**config.mk**
```make
export PLATFORM = sky130hd
export DESIGN_NAME = action_scheduler
export DESIGN_NICKNAME = d
export VERILOG_FILES = /design/src/rtl/tama_sched_pkg.sv /design/src/rtl/sec_prescaler.sv /design/src/rtl/action_scheduler.sv
export SDC_FILE = /design/constraint.sdc
export NUM_CORES = 1
export LEC_CHECK = 0
export BUFFER_PORTS_ARGS = -buffer_cell sky130_fd_sc_hd__buf_2
export CAP_MARGIN = 20
export CORE_MARGIN = 3
export CORE_UTILIZATION = 30
export CTS_BUF_LIST = sky130_fd_sc_hd__clkbuf_8
export DETAILED_ROUTE_END_ITERATION = 16
export GPL_ROUTABILITY_DRIVEN = 0
export GPL_TIMING_DRIVEN = 1
export SLEW_MARGIN = 20
export SYNTH_ARGS = -nofsm -noshare
export SYNTH_HDL_FRONTEND = slang
export SYNTH_SLANG_ARGS = --single-unit
export TNS_END_PERCENT = 1
```
**constraint.sdc**
```tcl
create_clock -name clk -period 2.65 [get_ports clk]
set_clock_uncertainty 0.15 [all_clocks]
set_input_delay 0 -clock clk [delete_from_list [all_inputs] [get_ports clk]]
set_output_delay 0 -clock clk [all_outputs]
set_load 0.05 [all_outputs]
```
**src/rtl/tama_sched_pkg.sv**
```systemverilog
// Shared action ids, FSM state type and the rotating-priority pick used by action_scheduler.
package tama_sched_pkg;

  localparam int NUM_ACT = 6;
  localparam int NUM_REQ = 5;

  localparam logic [2:0] ACT_COMER  = 3'd0;
  localparam logic [2:0] ACT_CURAR  = 3'd1;
  localparam logic [2:0] ACT_JUGAR  = 3'd2;
  localparam logic [2:0] ACT_DORMIR = 3'd3;
  localparam logic [2:0] ACT_TEMP   = 3'd4;
  localparam logic [2:0] ACT_DECAY  = 3'd5;

  typedef enum logic {ST_IDLE, ST_ISSUE} sched_state_t;

  // First set bit of pend found by scanning upward from start, wrapping 5->0.
  function automatic logic [2:0] prio_pick(input logic [NUM_ACT-1:0] pend, input logic [2:0] start);
    logic [2:0] pick;
    int idx;
    pick = start;
    for (int k = NUM_ACT - 1; k >= 0; k--) begin
      idx = int'(start) + k;
      if (idx >= NUM_ACT) idx -= NUM_ACT;
      if (pend[3'(idx)]) pick = 3'(idx);
    end
    return pick;
  endfunction

endpackage

```
**src/rtl/sec_prescaler.sv**
```systemverilog
// One-second time base; test_en shortens the second by TEST_SPEEDUP and any test_en change restarts it.
module sec_prescaler #(
  parameter int CLK_FREQ     = 50000000,
  parameter int TEST_SPEEDUP = 10
) (
  input  logic clk,
  input  logic rst,
  input  logic test_en,
  output logic sec_tick
);

  localparam int CW = $clog2(CLK_FREQ);
  localparam logic [CW-1:0] TERM_NORM = CW'(CLK_FREQ - 1);
  localparam logic [CW-1:0] TERM_TEST = CW'(CLK_FREQ / TEST_SPEEDUP - 1);

  logic [CW-1:0] cnt;
  logic [CW-1:0] term;
  logic          test_en_q;

  assign term = test_en ? TERM_TEST : TERM_NORM;

  always_ff @(posedge clk or negedge rst) begin
    if (!rst) begin
      cnt       <= '0;
      test_en_q <= 1'b0;
      sec_tick  <= 1'b0;
    end else begin
      test_en_q <= test_en;
      sec_tick  <= 1'b0;
      if (test_en != test_en_q) begin
        cnt <= '0;
      end else if (cnt == term) begin
        cnt      <= '0;
        sec_tick <= 1'b1;
      end else begin
        cnt <= cnt + 1'b1;
      end
    end
  end

endmodule

```
**src/rtl/action_scheduler.sv**
```systemverilog
// Action request scheduler: sync + edge detect, cooldowns, decay timer, one-at-a-time command issue.
// Define SCHED_RR_EN for round-robin arbitration (default: fixed priority, lowest id wins).
module action_scheduler
  import tama_sched_pkg::*;
#(
  parameter int CLK_FREQ      = 50000000,
  parameter int TEST_SPEEDUP  = 10,
  parameter int COOLDOWN_SECS = 3,
  parameter int DECAY_SECS    = 10
) (
  input  logic       clk,
  input  logic       rst,
  input  logic       test_en,
  input  logic [4:0] req,
  input  logic       cmd_ready,
  output logic       cmd_valid,
  output logic [2:0] cmd_id,
  output logic [5:0] pending,
  output logic       sec_tick
);

  localparam int CDW = $clog2(COOLDOWN_SECS + 1);
  localparam int DW  = $clog2(DECAY_SECS + 1);
  localparam logic [CDW-1:0] CD_LOAD    = CDW'(COOLDOWN_SECS);
  localparam logic [DW-1:0]  DECAY_LAST = DW'(DECAY_SECS - 1);

  logic [NUM_REQ-1:0] req_p0, req_p1, req_p2, req_rise;
  logic [CDW-1:0]     cooldown [NUM_REQ];
  logic [DW-1:0]      decay_cnt;
  logic               decay_set;
  logic               hs;
  logic [2:0]         start_id, winner;
  sched_state_t       state, state_nxt;

  sec_prescaler #(
    .CLK_FREQ    (CLK_FREQ),
    .TEST_SPEEDUP(TEST_SPEEDUP)
  ) u_prescaler (
    .clk     (clk),
    .rst     (rst),
    .test_en (test_en),
    .sec_tick(sec_tick)
  );

  assign hs        = cmd_valid & cmd_ready;
  assign decay_set = sec_tick && (decay_cnt == DECAY_LAST);

  // p0/p1: synchronizer, p2: previous synchronized level for edge detect
  always_ff @(posedge clk or negedge rst) begin
    if (!rst) begin
      req_p0 <= '0;
      req_p1 <= '0;
      req_p2 <= '0;
    end else begin
      req_p0 <= req;
      req_p1 <= req_p0;
      req_p2 <= req_p1;
    end
  end

  assign req_rise = req_p1 & ~req_p2;

  // Handshake clear beats a same-cycle edge; decay set beats a same-cycle DECAY clear
  always_ff @(posedge clk or negedge rst) begin
    if (!rst) begin
      pending <= '0;
    end else begin
      for (int i = 0; i < NUM_REQ; i++) begin
        if (hs && cmd_id == 3'(i))
          pending[i] <= 1'b0;
        else if (req_rise[i] && cooldown[i] == '0)
          pending[i] <= 1'b1;
      end
      if (decay_set)
        pending[ACT_DECAY] <= 1'b1;
      else if (hs && cmd_id == ACT_DECAY)
        pending[ACT_DECAY] <= 1'b0;
    end
  end

  always_ff @(posedge clk or negedge rst) begin
    if (!rst) begin
      for (int i = 0; i < NUM_REQ; i++) cooldown[i] <= '0;
      decay_cnt <= '0;
    end else begin
      for (int i = 0; i < NUM_REQ; i++) begin
        if (hs && cmd_id == 3'(i))
          cooldown[i] <= CD_LOAD;
        else if (sec_tick && cooldown[i] != '0)
          cooldown[i] <= cooldown[i] - 1'b1;
      end
      if (sec_tick)
        decay_cnt <= decay_set ? '0 : decay_cnt + 1'b1;
    end
  end

`ifdef SCHED_RR_EN
  logic [2:0] rr_ptr;

  always_ff @(posedge clk or negedge rst) begin
    if (!rst)
      rr_ptr <= ACT_DECAY;
    else if (hs)
      rr_ptr <= cmd_id;
  end

  assign start_id = (rr_ptr == ACT_DECAY) ? ACT_COMER : rr_ptr + 3'd1;
`else
  assign start_id = ACT_COMER;
`endif

  assign winner = prio_pick(pending, start_id);

  always_ff @(posedge clk or negedge rst) begin
    if (!rst) begin
      state  <= ST_IDLE;
      cmd_id <= ACT_COMER;
    end else begin
      state <= state_nxt;
      if (state == ST_IDLE && pending != '0)
        cmd_id <= winner;
    end
  end

  always_comb begin
    state_nxt = state;
    case (state)
      ST_IDLE:  if (pending != '0) state_nxt = ST_ISSUE;
      ST_ISSUE: if (cmd_ready)     state_nxt = ST_IDLE;
      default:  state_nxt = ST_IDLE;
    endcase
  end

  always_comb begin
    cmd_valid = (state == ST_ISSUE);
  end

endmodule

```
==> flow_summary.json <==
{
  "cp_cell_sequence": "ha_1, nand3_1, or4b_4, or4_1, a211oi_2",
  "synth_edf_count": 0,
  "slowest_delay_ns": 0.58,
  "rsz0062_at_grt": "no",
  "crit_fanout": 6,
  "diodes": 0,
  "chipWidth_um": 107,
  "numCtsBuffers": 9,
  "area_growth_pct": 17.9,
  "muxShareOfSynthArea": 0.00367,
  "drv_slew": 0,
  "dpl.hpwl_um": 4190,
  "leakage_nw": 1.57,
  "clk_pin_slew_ns": 0.07,
  "core_um2": 9860,
  "layout.nets": 341,
  "slew-limit-headroom": 0.572,
  "fin_setup_tns_ns": 0,
  "wl_um": 6020,
  "track_usage": 0.120,
  "worst-slew-pin-transition_ns": 0.641,
  "synth_fa_ha_area_frac": 0.0367,
  "drt_pass1_iterations": 4,
  "finalCritPeriodShare": 0.849,
  "drtIter0Drc": 175,
  "final_core_util": 0.367,
  "gr-total-overflow": 0,
  "grt_pass1_wl_um": 10900,
  "setup-violations-final": 0,
  "ys_seq_area_frac": 0.538,
  "ys.flop_type": "dfrtp_1",
  "grt_pass1_vias": 2302,
  "post-route-min-period_ns": 2.25,
  "p_per_area_nw_per_um2": 619,
  "end_kind": "flip-flop",
  "routedWlPerCell_um": 13.1,
  "status": "completed",
  "vias": 2278,
  "cpMaxStageDelayCell": "or4b_4",
  "hold_path.class": "in2async",
  "final-hold-violation-count": 0,
  "synth.avg_cell_area_um2": 10.6,
  "pin_count": 20,
  "arrival_ns": 2.37,
  "cts.path.max_buffers": 2,
  "port_buffers": 18,
  "yosysUniqueCellTypes": 45,
  "drive_gt1_frac": 0.152,
  "syn_nets": 308,
  "synthArstFlopShare": 1.00,
  "cts_tree": "built",
  "root_buffer": "clkbuf_8",
  "clk_latency_ns": 0.35,
  "die_area_um2": 11500,
  "ant_nets": 0,
  "synthSimpleGateAreaFrac": 0.224,
  "drcViolationCount": 0,
  "grt_max_degree": 30,
  "cap_violations": 0,
  "ys_ff_latch": 66,
  "ys.warnings.count": 0,
  "numClockSinks": 66,
  "synth_xor_area_frac": 0.0542,
  "crit_buf_inv": 0,
  "num_rows": 36,
  "critPathLaunchType": "flip-flop",
  "h-tree-depth": 3,
  "synth.cell_area_um2": 3070,
  "crit_family": "simple AND/OR/NAND/NOR gates",
  "ir_worst_vdd_uv": 334,
  "grt_antenna_before_repair": 0,
  "max_freq_ghz": 0.444,
  "die_y_um": 107,
  "synth_cells": 290,
  "required_ns": 2.77,
  "path_class": "reg2reg",
  "synth_top_family_by_area": "simple AND/OR/NAND/NOR gates",
  "cts_resized": 0,
  "synth_compound_area_frac": 0.108,
  "viasPerCell": 4.94,
  "start_util": 0.311
}
through the flow:
step                std cells  power, mW  hold WS, ns  worst slack [ns]  area, um2
floorplan                 290       1.25       -0.446             0.523       3070
global placement          437       1.33      -0.0922             0.454       3320
detailed placement        437       1.33      -0.0825             0.380       3320
CTS                       461       2.28       0.0770             0.404       3620
global route              461       2.36        0.109             0.220       3620
finish                    461       2.24       0.0571             0.400       3620
worst reg2reg max path: cells and delay by family (launching register included):
kind / cells / cell delay [ns]
AO/OA/AOI/OAI: 1 / 0.22
flip-flops: 1 / 0.40
adder cells (fa/ha/maj): 1 / 0.17
AND/OR/NAND/NOR: 3 / 1.23
sequential cells by signal (all words and copies together) (netlist names):
register	count
req_p1	5
cmd_id	2
req_p2	5
cmd_valid	1
u_prescaler.test_en_q	1
decay_cnt	4
cooldown	10
req_p0	5
pending	6
u_prescaler.sec_tick	1
u_prescaler.cnt	26
Yosys cell counts, drive strengths merged (2+ instances only):
master  number  share of area
xnor2       11          0.031
nand4        9          0.023
nor2        12          0.015
o21a         3         0.0073
nand4b       2         0.0057
or2          4         0.0081
or3          7          0.014
o21ai       10          0.016
nand2b       8          0.016
clkbuf       3         0.0037
inv         15          0.018
a31oi        3         0.0061
a211oi       9          0.024
and4         5          0.014
nand2       29          0.035
a21o         2         0.0049
or4          9          0.022
nor4         3         0.0061
nand3       12          0.020
xor2         8          0.023
dfrtp       66           0.54
o31ai        6          0.015
a21oi        5         0.0081
nor3        14          0.023
o211ai       5          0.012
buf          6          0.012
ha           9          0.037
report_power, final:
part / internal, mW / switching (mW)
sequential: 1.05 / 0.0465
combinational: 0.0619 / 0.159
clock: 0.529 / 0.398
total: 1.64 / 0.604
cell families (layout without fill, tap and decap cells):
logic type,after synthesis,in the layout
XOR/XNOR,19,19
AND/OR/NAND/NOR,122,122
multiplexers,1,1
buffers and inverters,24,62
other,1,1
AO/OA/AOI/OAI,48,48
adder cells (fa/ha/maj),9,9
flip-flops,66,66
repair_timing:
action                    in CTS  in global routing
hold endpoints to repair      43                  0
hold buffers                   8                  0
setup buffers                  0                  0
worst paths after layout:
| path | startpoint | to | slack (ns) | depth (start not counted) |
|---|---|---|---|---|
| setup reg to reg | u_prescaler.cnt[0]$_DFF_PN0_ | u_prescaler.cnt[22]$_DFF_PN0_ | 0.40 | 5 |
| setup / recovery | u_prescaler.cnt[0]$_DFF_PN0_ | u_prescaler.cnt[22]$_DFF_PN0_ | 0.40 | 5 |
| hold reg to reg | req_p0[1]$_DFF_PN0_ | req_p1[1]$_DFF_PN0_ | 0.20 | 0 |
| hold / removal | rst | pending[5]$_DFFE_PN0P_ | 0.06 | 2 |
| min in group clk | req[0] | req_p0[0]$_DFF_PN0_ | 0.14 | 2 |
| max in group asynchronous | rst | u_prescaler.cnt[16]$_DFF_PN0_ | 1.58 | 3 |
layout by cell type (no fill, tap or decap), drive strengths merged, types with 2 or more instances in the layout:
master       instances
nor4                 3
o21ai               10
o21a                 3
xor2                 8
bufinv               2
clkbuf               9
nand4b               2
or4                  9
a31oi                3
dlygate4sd3          8
ha                   9
nand4                9
buf                 23
a211oi               9
inv                 16
nor3                14
nand2b               8
xnor2               11
dfrtp               66
o211ai               5
or3                  7
and4                 5
a21o                 2
o31ai                6
nand3               12
clkinv               4
a21oi                5
nor2                12
or2                  4
nand2               29
metal layers:
layer	GRT usage	up-vias	wire length, um	share of wire
met5	0	-	0	0
met4	0.0393	0	83	0.014
met3	0.0470	9	273	0.045
met2	0.187	35	2750	0.46
met1	0.151	1126	2910	0.48
li1	-	1108	-	-
cell type report:
type,count,area [um2]
fill,986,6240
sequential,66,1650
multi-input combinational,200,1320
timing repair buffer,31,208
tap,133,166
clock buffer,9,124
clock inverter,7,92.6
inverter,15,56.3
Note: power is estimated with default switching activity, not from simulation.
